### src/rtl/bcd_complementer_seq.sv
// ============================================================================
// Module   : bcd_complementer_seq
// Brief    : Digit-serial 9's/10's complementer for packed BCD, LSD first.
//            Define BCDC_TENS_EN to build the 10's-complement carry path.
// Revision : 1.0 - initial release
// ============================================================================
`default_nettype none

module bcd_complementer_seq #(
    parameter int DIGITS = 4
) (
    input  logic                  clk,
    input  logic                  rst,
    input  logic                  start,
    input  logic                  mode,
    input  logic [4*DIGITS-1:0]   din,
    output logic                  busy,
    output logic                  done,
    output logic [4*DIGITS-1:0]   dout,
    output logic                  err
);

    localparam int c_width = 4 * DIGITS;
    localparam int c_cnt_w = (DIGITS > 1) ? $clog2(DIGITS) : 1;
    localparam logic [c_cnt_w-1:0] c_last_cnt = c_cnt_w'(DIGITS - 1);

    typedef enum logic [1:0] {
        IDLE = 2'd0,
        RUN  = 2'd1,
        DONE = 2'd2
    } state_t;

    state_t               r_state;
    logic [c_width-1:0]   r_opnd;
    logic [c_cnt_w-1:0]   r_cnt;
    logic                 r_err_acc;
    logic                 r_busy;
    logic                 r_done;
    logic [c_width-1:0]   r_dout;
    logic                 r_err;

    logic [3:0]           w_digit_in;
    logic [3:0]           w_digit_out;
    logic                 w_bad;
    logic                 w_run;
    logic [c_width-1:0]   w_res_next;

    assign w_digit_in = r_opnd[3:0];
    assign w_bad      = (w_digit_in > 4'd9);
    assign w_run      = (r_state == RUN);

`ifdef BCDC_TENS_EN
    logic       r_carry;
    logic       w_carry_next;
    logic [4:0] w_sum;

    // An invalid digit kills the carry so it cannot leak into higher digits.
    always_comb begin
        w_sum        = {1'b0, 4'd9 - w_digit_in} + {4'd0, r_carry};
        w_carry_next = 1'b0;
        w_digit_out  = w_sum[3:0];
        if (w_bad) begin
            w_digit_out = 4'hF;
        end else if (w_sum == 5'd10) begin
            w_digit_out  = 4'd0;
            w_carry_next = 1'b1;
        end
    end
`else
    logic w_unused_mode;

    assign w_unused_mode = mode;

    always_comb begin
        w_digit_out = 4'd9 - w_digit_in;
        if (w_bad) begin
            w_digit_out = 4'hF;
        end
    end
`endif

    // New digits enter at the top, so after DIGITS shifts the LSD sits at [3:0].
    generate
        if (DIGITS == 1) begin : g_res_single
            assign w_res_next = w_digit_out;
        end else begin : g_res_multi
            logic [c_width-5:0] r_res;

            always_ff @(posedge clk) begin
                if (rst) begin
                    r_res <= '0;
                end else if (w_run) begin
                    r_res <= w_res_next[c_width-1:4];
                end
            end

            assign w_res_next = {w_digit_out, r_res};
        end
    endgenerate

    always_ff @(posedge clk) begin
        if (rst) begin
            r_state   <= IDLE;
            r_opnd    <= '0;
            r_cnt     <= '0;
            r_err_acc <= 1'b0;
            r_busy    <= 1'b0;
            r_done    <= 1'b0;
            r_dout    <= '0;
            r_err     <= 1'b0;
`ifdef BCDC_TENS_EN
            r_carry   <= 1'b0;
`endif
        end else begin
            case (r_state)
                IDLE: begin
                    if (start) begin
                        r_opnd    <= din;
                        r_cnt     <= '0;
                        r_err_acc <= 1'b0;
                        r_busy    <= 1'b1;
                        r_state   <= RUN;
`ifdef BCDC_TENS_EN
                        r_carry   <= mode;
`endif
                    end
                end
                RUN: begin
                    r_opnd    <= r_opnd >> 4;
                    r_cnt     <= r_cnt + 1'b1;
                    r_err_acc <= r_err_acc | w_bad;
`ifdef BCDC_TENS_EN
                    r_carry   <= w_carry_next;
`endif
                    if (r_cnt == c_last_cnt) begin
                        r_state <= DONE;
                        r_busy  <= 1'b0;
                        r_done  <= 1'b1;
                        r_dout  <= w_res_next;
                        r_err   <= r_err_acc | w_bad;
                    end
                end
                DONE: begin
                    r_state <= IDLE;
                    r_done  <= 1'b0;
                end
                default: begin
                    r_state <= IDLE;
                    r_busy  <= 1'b0;
                    r_done  <= 1'b0;
                end
            endcase
        end
    end

    assign busy = r_busy;
    assign done = r_done;
    assign dout = r_dout;
    assign err  = r_err;

endmodule

`default_nettype wire
### config.mk
export PLATFORM = sky130hd
export DESIGN_NAME = bcd_complementer_seq
export DESIGN_NICKNAME = d
export VERILOG_FILES = /design/src/rtl/bcd_complementer_seq.sv
export SDC_FILE = /design/constraint.sdc
export NUM_CORES = 1
export LEC_CHECK = 0
export BUFFER_PORTS_ARGS = -buffer_cell sky130_fd_sc_hd__buf_4
export CAP_MARGIN = 15
export CORE_AREA = 2 2 66 74
export DETAILED_ROUTE_END_ITERATION = 10
export DIE_AREA = 0 0 68 76
export GPL_TIMING_DRIVEN = 0
export PLACE_DENSITY = 0.72
export SETUP_SLACK_MARGIN = 0.1
export SLEW_MARGIN = 20
export SYNTH_ARGS = -nofsm -noshare
export SYNTH_HDL_FRONTEND = slang
export SYNTH_SLANG_ARGS = --single-unit
### constraint.sdc
create_clock -name clk -period 1.18 [get_ports clk]
set_clock_uncertainty 0.05 [all_clocks]
set_input_delay 0.236 -clock clk [delete_from_list [all_inputs] [get_ports clk]]
set_output_delay 0.236 -clock clk [all_outputs]
set_load 0.1 [all_outputs]
# Yosys cells after proc, flatten, opt, wreduce, memory -nomap -nowiden
# Cells that the tools add are included.
# Widths: inputs -> output; s select.
totals:
  mem_bits_ro: 0
  ram_bits: 0
  out_inout_bits: 19
  latchBits: 0
  regBits: 52
  input_bits: 20
  elab_cells: 42
  memories: 0
classes:
  eq_ne: 5
  mul: 0
  reduce_logical: 7
  n_bitwise: 3
  n_addsub: 2
  shift: 0
  n_div: 0
  n_lt_le_gt_ge: 1
  mux: 15
op_table:
  columns: ["operator", "count"]
  rows:
  - ["$pmux 16 s2", 1]
  - ["$mux 16", 1]
  - ["$pmux 2 s2", 2]
  - ["$reduce_and 2->1", 4]
  - ["$mux 2", 3]
  - ["$eq 2x2->1 const B", 2]
  - ["$gt 4x4->1 const B", 1]
  - ["$mux 1", 4]
  - ["$mux 4", 1]
  - ["$pmux 1 s2", 2]
  - ["$sub 4x4->4 const A", 1]
  - ["$pmux 1 s3", 1]
  - ["$reduce_and 3->1", 1]
  - ["$add 2x1->2 const B", 1]
  - ["$eq 2x1->1 const B", 1]
  - ["$logic_not 2->1", 1]
  - ["$ne 2x1->1 const B", 1]
  - ["$ne 2x2->1 const B", 1]
  - ["$not 1->1", 2]
  - ["$reduce_bool 2->1", 1]
  - ["$or 1x1->1", 1]

# Depth between registers and ports, before layout
# Gate-level depths: netlist of the first run.
logic_depth:
  ltp_word: 3
  ltp_mapped: 6
  ltp_nobuf: 5

# Least setup slack after synthesis of the first run
# OpenSTA, ideal clock, no wires.
synth_path:
  path_type: "reg-to-reg"
  from: "register busy (netlist name)"
  to: "register r_busy, in the netlist busy"
  required_time_ns: 1.060
  synth_period_minus_slack_ns: 1.456
  n_path_buf: 0
  slack_ns: -0.276
  arrival_ns: 1.335
  setup_ns: 0.070
  stages_incl_launch_ff: 4
  path_cell_list: "dfxtp_1 > nand2b_1 > a21o_1 > a21oi_1"
synth_lines:
  columns: ["element", "line_no", "text"]
  rows:
  - ["to (signal assigned)", "107", "r_busy <= 1'b0;"]
  - ["to (signal assigned)", "121", "r_busy <= 1'b1;"]
  - ["to (signal assigned)", "137", "r_busy <= 1'b0;"]
  - ["to (decl)", "37", "logic r_busy;"]

# Worst setup path in the final report of the first run
layout_path:
  from: "register r_state[1]"
  to: "register r_opnd[1]"
layout_between:
  elab_chain_cells: 3
  elab_cells_between_ends: 6
  cone_classes: "eq/ne (2); mux (1); reduce/logical (3)"
layout_lines:
  columns: ["element", "line_no", "text"]
  rows:
  - ["from (decl)", "33", "state_t r_state;"]
  - ["from (signal assigned)", "103", "r_state <= IDLE;"]
  - ["from (signal assigned)", "122", "r_state <= RUN;"]
  - ["from (signal assigned)", "136", "r_state <= DONE;"]
  - ["$eq 2x1->1 / $logic_not 2->1 (equally long branches)", "115", "case (r_state)"]
  - ["$reduce_bool 2->1 (no source line) / $ne 2x2->1 (equally long branches)", null, null]
  - ["$reduce_and 2->1 (no source line)", null, null]
  - ["to (signal assigned)", "118", "r_opnd <= din;"]
  - ["to (signal assigned)", "129", "r_opnd <= r_opnd >> 4;"]
  - ["to (decl)", "34", "logic [c_width-1:0] r_opnd;"]
# Parallel ways exist; a longest one is shown, timed or not.
# A chain may end at the register's enable or synchronous reset.

==> out/metrics.yaml, run 1 <==
status:
  status: "finished with violations"
  violations: "negative setup slack"
global_route:
  grt.total_usage_pct: 22.0
  antenna_found_initial: 0
  grt_pass1_wl_mm: 8.56
  overflow: 0
  grt_pass1_vias: 1824
  grt_max_degree: 17
power:
  pwr-share-comb_pct: 19.0
  total_power_w: 0.00389
  power.density_mw_per_mm2: 1140
  p_clk_share_pct: 31.9
  p_seq_share_pct: 49.1
  ir_worst_vdd_mv: 1.06
  p_int_w: 0.00283
  leakage_nw: 1.27
  switchingPower_w: 0.00106
  p_sw_share_pct: 27.3
clocking:
  htreeDepth: 2
  numCtsBuffers: 5
  clkTransAtPathRegs_ps: 100
  cts_hold_buf: 0
  cts_tree: "built"
  clockBufferDepth: 2
  cts_root_buf: "clkbuf_8"
  cts.sinks: 52
  insertion_delay_ps: 310
synthesis:
  syn-num-nets: 262
  synth_xor_xnor_area_share_pct: 0
  synth_top_family_by_area: "compound AO/OA/AOI/OAI gates"
  synth.avg_cell_area_um2: 8.69
  yosysSeqAreaShare_pct: 49.9
  yosys-mux-area-fraction_pct: 0
  synthAdderAreaFrac_pct: 1.20
  synth_compound_area_share_pct: 22.4
  ys_warn_count: 0
  synthSimpleGateAreaFrac_pct: 20.0
  synth_area_leaders: "dfxtp_1 (50%), nand2_1 (9.7%), a21oi_1 (8.2%), nor2_1 (4.7%), a211oi_1 (4.0%)"
  synth_cell_type_count: 31
  syn_inst: 240
  synth_top_area_share_pct: 49.9
  syn_area_mm2: 0.00209
  ys_seq_elements: 52
  post-synth-top-area-cell: "dfxtp_1"
layout:
  regArea_mm2: 0.00108
  diodes: 0
  n_fill_cell: 291
  fin_nets: 328
  area_growth_pct: 63.0
  multi_input_area_mm2: 0.00117
  drive_above_1_share_pct: 57.0
  layout_commonest_cell: "nand2_1"
  final_cell_mix: "nand2_1 (46), buf_4 (31), dfxtp_1 (26), dfxtp_2 (24), buf_12 (21)"
placed_design:
  place.detailed.hpwl_mm: 3.28
  port-buffer-count: 36
  place_ws_ps: -217
  routabilityCongestion: 0.819
route:
  drtIter0Drc: 94
  drc_errors: 0
  viasPerCell: 5.41
  vias: 1965
  wl_per_cell_um: 16.2
  firstDrtPassIters: 4
  wirelength_mm: 5.87
  ant_nets: 0
timing:
  min_period_ps: 1320
  timing.fmax_mhz: 757
  worst_slack_ps: -141
  slew_violations: 0
  relSlewSlack_pct: 51.4
  tightest_slew_ps: 729
  setup_violations: 39
  timing.final.crit_share_pct: 112
  rsz0062_at_grt: "yes"
  finalHoldViolations: 0
setup_path:
  startpoint: "r_state[1]"
  r2r_cells: 6
  rr_startpoint: "r_state[1]"
  endpoint: "r_opnd[1]"
  crit_chain: "buf_6, nor2b_4, buf_8, buf_12, a21oi_2, a221oi_2"
  crit_arrival_ps: 1480
  path_class: "flop to flop"
  critPathLaunchType: "flop"
  cp-end-kind: "flop"
  cp_max_fo: 9
  cp.required_ps: 1340
  worstReg2RegEnd: "r_opnd[1]"
  reg2reg_slack_ps: -140
  max_stage_delay_ps: 330
  cp_slowest_cell: "dfxtp_2"
floorplanning:
  fp.dieW_um: 68
  rows: 26
  die_h_um: 76
  dieArea_mm2: 0.00517
  start_util_pct: 46.5
  core-area_mm2: 0.00449
  io_pins: 39
flow_run:
  drv_cap: 0
hold_path:
  hold_class: "primary input to flop"
-- stage by stage --
stage	cells	hold WS, ps	cell area [um2]	TNS, ps	util (%)
final	363	92.6	3400	-1750	75.7
after floorplan	240	321	2220	0	-
after CTS	355	97.7	3200	-1210	71.3
after global placement	332	386	2560	-4830	56.9
after global routing	363	88.0	3400	-4330	75.7
after detailed placement	332	393	2560	-5380	56.9
-- worst min path at each step --
stage             start          to  slack (ps)  cells past startpoint
6_report        din[13]  r_opnd[13]          90                      3
3_5_place_dp   dout[11]    dout[11]         390                      2
3_3_place_gp    dout[0]     dout[0]         390                      2
4_1_cts         din[13]  r_opnd[13]         100                      3
2_1_floorplan   din[12]  r_opnd[12]         320                      2
5_1_grt         din[13]  r_opnd[13]          90                      3
-- cells by family (layout without fill, tap and decap cells) --
| logic type | count (synthesis) | after routing |
|---|---|---|
| simple gates | 97 | 97 |
| compound gates | 68 | 68 |
| flops | 52 | 52 |
| buf+inv | 21 | 88 |
| fa+ha+maj | 2 | 2 |
-- power groups by stage --
| stage | Sequential (W) | Combinational [W] | Clock, W |
|---|---|---|---|
| 2_1_floorplan | 0.00195 | 0.000329 | 0 |
| 3_3_place_gp | 0.00193 | 0.000480 | 0 |
| 3_5_place_dp | 0.00194 | 0.000488 | 0 |
| 4_1_cts | 0.00190 | 0.000631 | 0.00124 |
| 5_1_grt | 0.00192 | 0.000790 | 0.00133 |
| 6_report | 0.00191 | 0.000739 | 0.00124 |
-- sequential cells by signal, indices dropped and copies added (netlist names) --
signal and cells:
busy 1, done 1, dout 16, err 1
g_res_multi.r_res 12, r_cnt 2, r_err_acc 1, r_opnd 16
r_state 2
-- cell type report --
cell class / count / area share (%)
timing repair buffer: 59 / 22.4
sequential: 52 / 31.7
multi-input combinational: 167 / 34.6
clock inverter: 3 / 1.25
inverter: 3 / 0.331
buffer: 18 / 5.63
clock buffer: 5 / 2.02
tap: 56 / 2.06
-- synthesized netlist by cell type, drive strengths merged --
cell	count
o21a	1
nor4	1
nor2b	1
inv	3
o21bai	1
ha	2
nand3b	1
nand4bb	1
and3b	1
o21ba	1
nor3b	1
o211ai	2
a21oi	38
a311oi	2
a22oi	5
a211oi	14
a21o	1
buf	12
a221oi	2
o21ai	1
clkbuf	6
nand2b	5
nand2	54
nor3	6
dfxtp	52
nor2	26
-- what timing repair did --
action / 4_1_cts / 5_1_grt
gates resized for setup: 96 / 35
setup endpoints to repair: 69 / 71
buffers inserted: 13 / 7
pin swaps: 7 / 12
cloned: 2 / 1
-- metal layers --
layer	vias up	GRT usage (%)	wire length, um
met5	-	0	0
met4	0	7.00	162
met3	13	5.02	237
met2	54	38.3	3140
met1	942	25.7	2330
li1	956	-	-
-- worst max-delay path: cells and delay by family (launching register included) --
| kind | cells | cell delay [ps] |
|---|---|---|
| buffers and inverters | 3 | 390 |
| DFF | 1 | 330 |
| and+or+nand+nor | 1 | 120 |
| AOI/OAI and AO/OA | 2 | 320 |
Note: power is estimated with default switching activity, not from simulation.
==> run 2, diff against run 1 <==
--- a/config.mk
+++ b/config.mk
@@ -6,13 +6,12 @@
 export NUM_CORES = 1
 export LEC_CHECK = 0
 export BUFFER_PORTS_ARGS = -buffer_cell sky130_fd_sc_hd__buf_4
-export CAP_MARGIN = 15
 export CORE_AREA = 2 2 66 74
 export DETAILED_ROUTE_END_ITERATION = 10
 export DIE_AREA = 0 0 68 76
-export GPL_TIMING_DRIVEN = 0
 export PLACE_DENSITY = 0.72
 export SETUP_SLACK_MARGIN = 0.1
+export SKIP_CTS_REPAIR_TIMING = 1
 export SLEW_MARGIN = 20
 export SYNTH_ARGS = -nofsm -noshare
 export SYNTH_HDL_FRONTEND = slang
==> run 2 against run 1 <==
Against the previous run: the flow still finishes with violations (negative setup slack); setup slack worse by 21 ps; global-route usage decreased by 3.5 points; cell area is 1.4% higher; cell count up 2.8%; combinational power hardly changed; count of clock-buffer cells in the layout increased by 1; sequential power barely moved; sequential cell count unchanged; critical endpoint is now g_res_multi.r_res[7]; largest cell class unchanged; highest routed layer unchanged.
==> out/metrics.yaml, run 2 (synthesis results as in run 1) <==
placed_design:
  place.detailed.hpwl_mm: 3.18  # -3.1%
  port-buffer-count: 37  # +2.8%
  placed_cells: 347  # +4.5%
  routabilityCongestion: 0.713  # -13%
  place_ws_ps: -195  # +22.3 ps
power:
  ir_worst_vdd_mv: 0.706  # -33%
  p_seq_share_pct: 49.5  # +0.4 points
  switchingPower_w: 0.00101  # -4.4%
  p_int_w: 0.00283  # +0.19%
  pwr-share-comb_pct: 19.2  # +0.2 points
  p_sw_share_pct: 26.3  # -0.92 points
  leakage_nw: 1.33  # +4.5%
  p_clk_share_pct: 31.3  # -0.6 points
  power.density_mw_per_mm2: 1120  # -2.4%
hold_path:
  hold_class: "primary input to flop"
global_route:
  grt_max_degree: 27  # +10
  grt.total_usage_pct: 18.4  # -3.5 points
  grt_pass1_vias: 1738  # -4.7%
  antenna_found_initial: 0  # unchanged
  overflow: 0  # unchanged
  grt_pass1_wl_mm: 7.47  # -13%
route:
  ant_nets: 0  # unchanged
  met1_length_mm: 2.32  # -0.39%
  met3_length_um: 165  # -30%
  vias: 2011  # +2.3%
  drtIter0Drc: 100  # +6.4%
  firstDrtPassIters: 4  # unchanged
  drc_errors: 0  # unchanged
  wirelength_mm: 5.80  # -1.2%
  dr.max_layer_used: "met4"
  wl_per_cell_um: 15.5  # -3.9%
  met2_length_mm: 3.22  # +2.7%
  viasPerCell: 5.39  # -0.40%
timing:
  worst_slack_ps: -161  # -20.8 ps
  rsz0062_at_grt: "yes"
  setup_violations: 46  # +18%
  finalHoldViolations: 0  # unchanged
  timing.final.crit_share_pct: 114  # +1.8 points
  slew_violations: 0  # unchanged
  min_period_ps: 1340  # +20.8 ps
  relSlewSlack_pct: 77.0  # +26 points
  timing.fmax_mhz: 746  # -1.6%
  holdWs_ps: 104  # +11.2 ps
  setup_tns_ps: -4610  # -2860 ps
  tightest_slew_ps: 341  # -388 ps
status:
  status: "finished with violations"
  violations: "negative setup slack"
floorplanning:
  core-area_mm2: 0.00449  # unchanged
  io_pins: 39  # unchanged
  dieArea_mm2: 0.00517  # unchanged
  rows: 26  # unchanged
  start_util_pct: 46.5  # unchanged
  die_h_um: 76  # unchanged
  fp.dieW_um: 68  # unchanged
clocking:
  clkTransAtPathRegs_ps: 100  # about the same
  numCtsBuffers: 5  # unchanged
  htreeDepth: 2  # unchanged
  insertion_delay_ps: 310  # about the same
  clockBufferDepth: 2  # unchanged
  cts_tree: "built"
  cts_root_buf: "clkbuf_8"
  cts.sinks: 52  # unchanged
layout:
  area_growth_pct: 65.3
  fin_nets: 338  # +3.0%
  utilization_pct: 76.8  # +1.1 points
  regArea_mm2: 0.00109  # +0.93%
  diodes: 0  # unchanged
  layout_commonest_cell: "buf_4"
  drive_above_1_share_pct: 56.2  # -0.85 points
  n_fill_cell: 293  # +0.69%
  fin_cells: 373  # +2.8%
  final_cell_mix: "buf_4 (55), nand2_1 (49), dfxtp_1 (26), nor2_1 (23), buf_12 (22)"
  multi_input_area_mm2: 0.00117  # -0.43%
setup_path:
  cp_max_fo: 7  # -2
  cp_top_family: "buffers and inverters"
  path_class: "flop to flop"
  cp_common_cell: "buf_6"
  max_stage_delay_ps: 380  # +50 ps
  cp-end-kind: "flop"
  crit_arrival_ps: 1530  # +50 ps
  critical_path_buf_inv_count: 3  # unchanged
  crit_chain: "buf_6, nor2b_4, buf_8, buf_6, nand2_2, a21oi_2"
  cp.required_ps: 1370  # +30 ps
  critPathLaunchType: "flop"
  cp_slowest_cell: "dfxtp_4"
flow_run:
  drv_cap: 0  # unchanged
-- run 2: cell count changes in the layout (fill, tap and decap cells not counted), sizes merged --
cell | before | now
nand2b | 5 | 6
clkinvlp | 1 | 0
buf | 70 | 83
clkbuf | 12 | 9
-- run 2: layer usage --
layer  global-route usage [%]  vias up
met4                     4.80        0
met2                     31.9       39
li1                         -      974
met3                     4.43       10
met5                        0        -
met1                     22.1      988
-- run 2: worst paths after layout --
kind / slack [ps] / depth (start not counted) / to / startpoint
min: 100 / 3 / r_opnd[12] / din[12]
min reg2reg: 410 / 2 / dout[2] / g_res_multi.r_res[2]
max reg2reg: -160 / 6 / g_res_multi.r_res[7] / r_state[1]
max: -160 / 6 / g_res_multi.r_res[7] / r_state[1]
-- run 2: power by group through the flow --
stage | Combinational, W | Clock [W] | Sequential (W)
floorplan | 0.000329 | 0 | 0.00195
global placement | 0.000535 | 0 | 0.00193
detailed placement | 0.000550 | 0 | 0.00194
CTS | 0.000552 | 0.00122 | 0.00190
global route | 0.000795 | 0.00130 | 0.00191
finish | 0.000740 | 0.00120 | 0.00190
-- run 2: cell type report --
| cell class | count | area share, % |
|---|---|---|
| clock buffers | 6 | 2.11 |
| well taps | 56 | 2.03 |
| repair buffers | 86 | 29.0 |
| flip-flops and latches | 52 | 31.6 |
| multi-input cells | 168 | 33.9 |
| inverters | 3 | 0.327 |
| clock inverters | 2 | 1.02 |
-- run 2: worst min-delay path, stage by stage --
cell and delay (ps):
buf_4 80, a22oi_2 40, nor2_1 70
-- run 2: through the flow --
stage | power (W) | instance area (um2)
after floorplan | 0.00228 | 2220
after global placement | 0.00247 | 2700
after detailed placement | 0.00249 | 2700
after CTS | 0.00367 | 2810
after global routing | 0.00401 | 3450
final | 0.00385 | 3450
==> run 3, diff against run 2 <==
--- a/config.mk
+++ b/config.mk
@@ -10,7 +10,7 @@
 export DETAILED_ROUTE_END_ITERATION = 10
 export DIE_AREA = 0 0 68 76
 export PLACE_DENSITY = 0.72
-export SETUP_SLACK_MARGIN = 0.1
+export SETUP_SLACK_MARGIN = 0.3
 export SKIP_CTS_REPAIR_TIMING = 1
 export SLEW_MARGIN = 20
 export SYNTH_ARGS = -nofsm -noshare
==> run 3 against run 2 <==
Against the previous run: the flow still finishes with violations (negative setup slack); worst hold slack improved by 2.1 ps; count of clock-buffer cells in the layout is the same; clock power down 4%; die area unchanged; routed wire length fell by 4.8%; global-route usage increased by 0.32 points; cell area is 1.6% lower; cell count is 1.9% lower; sequential share of layout area up 1.6 points; register-to-register slack improved by 20 ps; combinational power is 4.6% lower; critical path depth is 1 lower; highest routed layer unchanged.
==> out/metrics.yaml, run 3 (synthesis results as in run 1) <==
status:
  status: "finished with violations"
  violations: "negative setup slack"
layout:
  drive_above_1_share_pct: 51.3  # -4.9 points
  n_fill_cell: 305  # +4.1%
  final_area_mm2: 0.00339  # -1.6%
  regArea_mm2: 0.00112  # +3.3%
  layout_commonest_cell: "nand2_1"
  diodes: 0  # unchanged
  multi_input_area_mm2: 0.00112  # -3.9%
  area_growth_pct: 62.6
  final_cell_mix: "nand2_1 (48), buf_4 (39), dfxtp_1 (27), a21oi_1 (24), nor2_1 (24)"
  fin_nets: 331  # -2.1%
setup_path:
  cp.required_ps: 1370  # about the same
  crit_arrival_ps: 1520  # about the same
  endpoint: "r_opnd[10]"
  rr_startpoint: "r_state[0]"
  r2r_cells: 5  # -1
  startpoint: "r_state[0]"
  reg2reg_slack_ps: -150  # +20 ps
  cp_max_fo: 7  # unchanged
  critPathLaunchType: "flop"
  cp-end-kind: "flop"
  path_class: "flop to flop"
  worstReg2RegEnd: "r_opnd[10]"
floorplanning:
  start_util_pct: 46.5  # unchanged
  io_pins: 39  # unchanged
  rows: 26  # unchanged
  fp.dieW_um: 68  # unchanged
  core-area_mm2: 0.00449  # unchanged
  dieArea_mm2: 0.00517  # unchanged
  die_h_um: 76  # unchanged
clocking:
  clkTransAtPathRegs_ps: 100  # about the same
  cts.sinks: 52  # unchanged
  htreeDepth: 2  # unchanged
  insertion_delay_ps: 310  # about the same
  clockBufferDepth: 2  # unchanged
  numCtsBuffers: 5  # unchanged
  cts_root_buf: "clkbuf_8"
  cts_tree: "built"
timing:
  timing.fmax_mhz: 754  # +1.2%
  setup_violations: 44  # -4.3%
  worst_slack_ps: -146  # +15.5 ps
  slew_violations: 0  # unchanged
  timing.final.crit_share_pct: 112  # -1.3 points
  min_period_ps: 1330  # -15.5 ps
  rsz0062_at_grt: "yes"
  relSlewSlack_pct: 71.7  # -5.3 points
  tightest_slew_ps: 424  # +82.5 ps
  setup_tns_ps: -2740  # +1860 ps
  finalHoldViolations: 0  # unchanged
flow_run:
  drv_cap: 0  # unchanged
route:
  viasPerCell: 5.29  # -1.9%
  ant_nets: 0  # unchanged
  wl_per_cell_um: 15.1  # -3.0%
  drtIter0Drc: 140  # +40%
  firstDrtPassIters: 4  # unchanged
  drc_errors: 0  # unchanged
  wirelength_mm: 5.51  # -4.8%
  vias: 1936  # -3.7%
placed_design:
  routabilityCongestion: 0.805  # +13%
  place.detailed.hpwl_mm: 3.24  # +1.8%
  place_ws_ps: -94.2  # +100 ps
  port-buffer-count: 37  # unchanged
  placed_area_mm2: 0.00271  # +0.37%
global_route:
  grt_pass1_wl_mm: 7.39  # -1.1%
  grt.total_usage_pct: 18.7  # +0.32 points
  grt_pass1_vias: 1676  # -3.6%
  grt_max_degree: 23  # -15%
  antenna_found_initial: 0  # unchanged
  overflow: 0  # unchanged
power:
  power.density_mw_per_mm2: 1100  # -1.6%
  total_power_w: 0.00372  # -3.2%
  leakage_nw: 1.30  # -2.4%
  ir_worst_vdd_mv: 0.752  # +6.4%
hold_path:
  hold_class: "primary input to flop"
-- run 3: how the worst min path moves through the flow --
stage	start	endpoint	slack, ps	depth (start not counted)
2_1_floorplan	din[12]	r_opnd[12]	320	2
3_3_place_gp	g_res_multi.r_res[3]	dout[3]	380	2
3_5_place_dp	g_res_multi.r_res[3]	dout[3]	390	2
4_1_cts	din[13]	r_opnd[13]	100	3
5_1_grt	din[2]	r_opnd[2]	120	3
6_report	din[14]	r_opnd[14]	110	3
-- run 3: power by group --
part	internal (W)	total (W)	switching [W]
Sequential	0.00179	0.00187	0.0000744
Clock	0.000543	0.00115	0.000606
Combinational	0.000361	0.000706	0.000345
Total	0.00270	0.00372	0.00102
-- run 3: per-layer routing --
metal | up-vias | wire (um) | track usage [%]
met1 | 910 | 2210 | 22.2
met2 | 48 | 2910 | 31.6
met4 | 0 | 157 | 7.20
li1 | 965 | - | -
met3 | 13 | 229 | 4.73
met5 | - | 0 | 0
-- run 3: final cells by class --
type | instances | area share, %
inverters | 3 | 0.332
repair buffers | 77 | 28.1
clock inverters | 2 | 0.369
multi-input cells | 170 | 33.2
well taps | 56 | 2.07
clock buffers | 6 | 2.77
flip-flops and latches | 52 | 33.2
-- run 3: critical path, cell delays in order, from the launching register on --
cell,delay [ps]
dfxtp_4,410
nor2b_4,240
buf_4,170
clkbuf_16,140
a21oi_2,50
a211oi_2,200
-- run 3: stage by stage --
step           instances  hold slack [ps]  util, %
2_1_floorplan        240              321        -
3_3_place_gp         341              384     60.3
3_5_place_dp         341              386     60.3
4_1_cts              349              105     62.7
5_1_grt              366              123     75.5
6_report             366              106     75.5
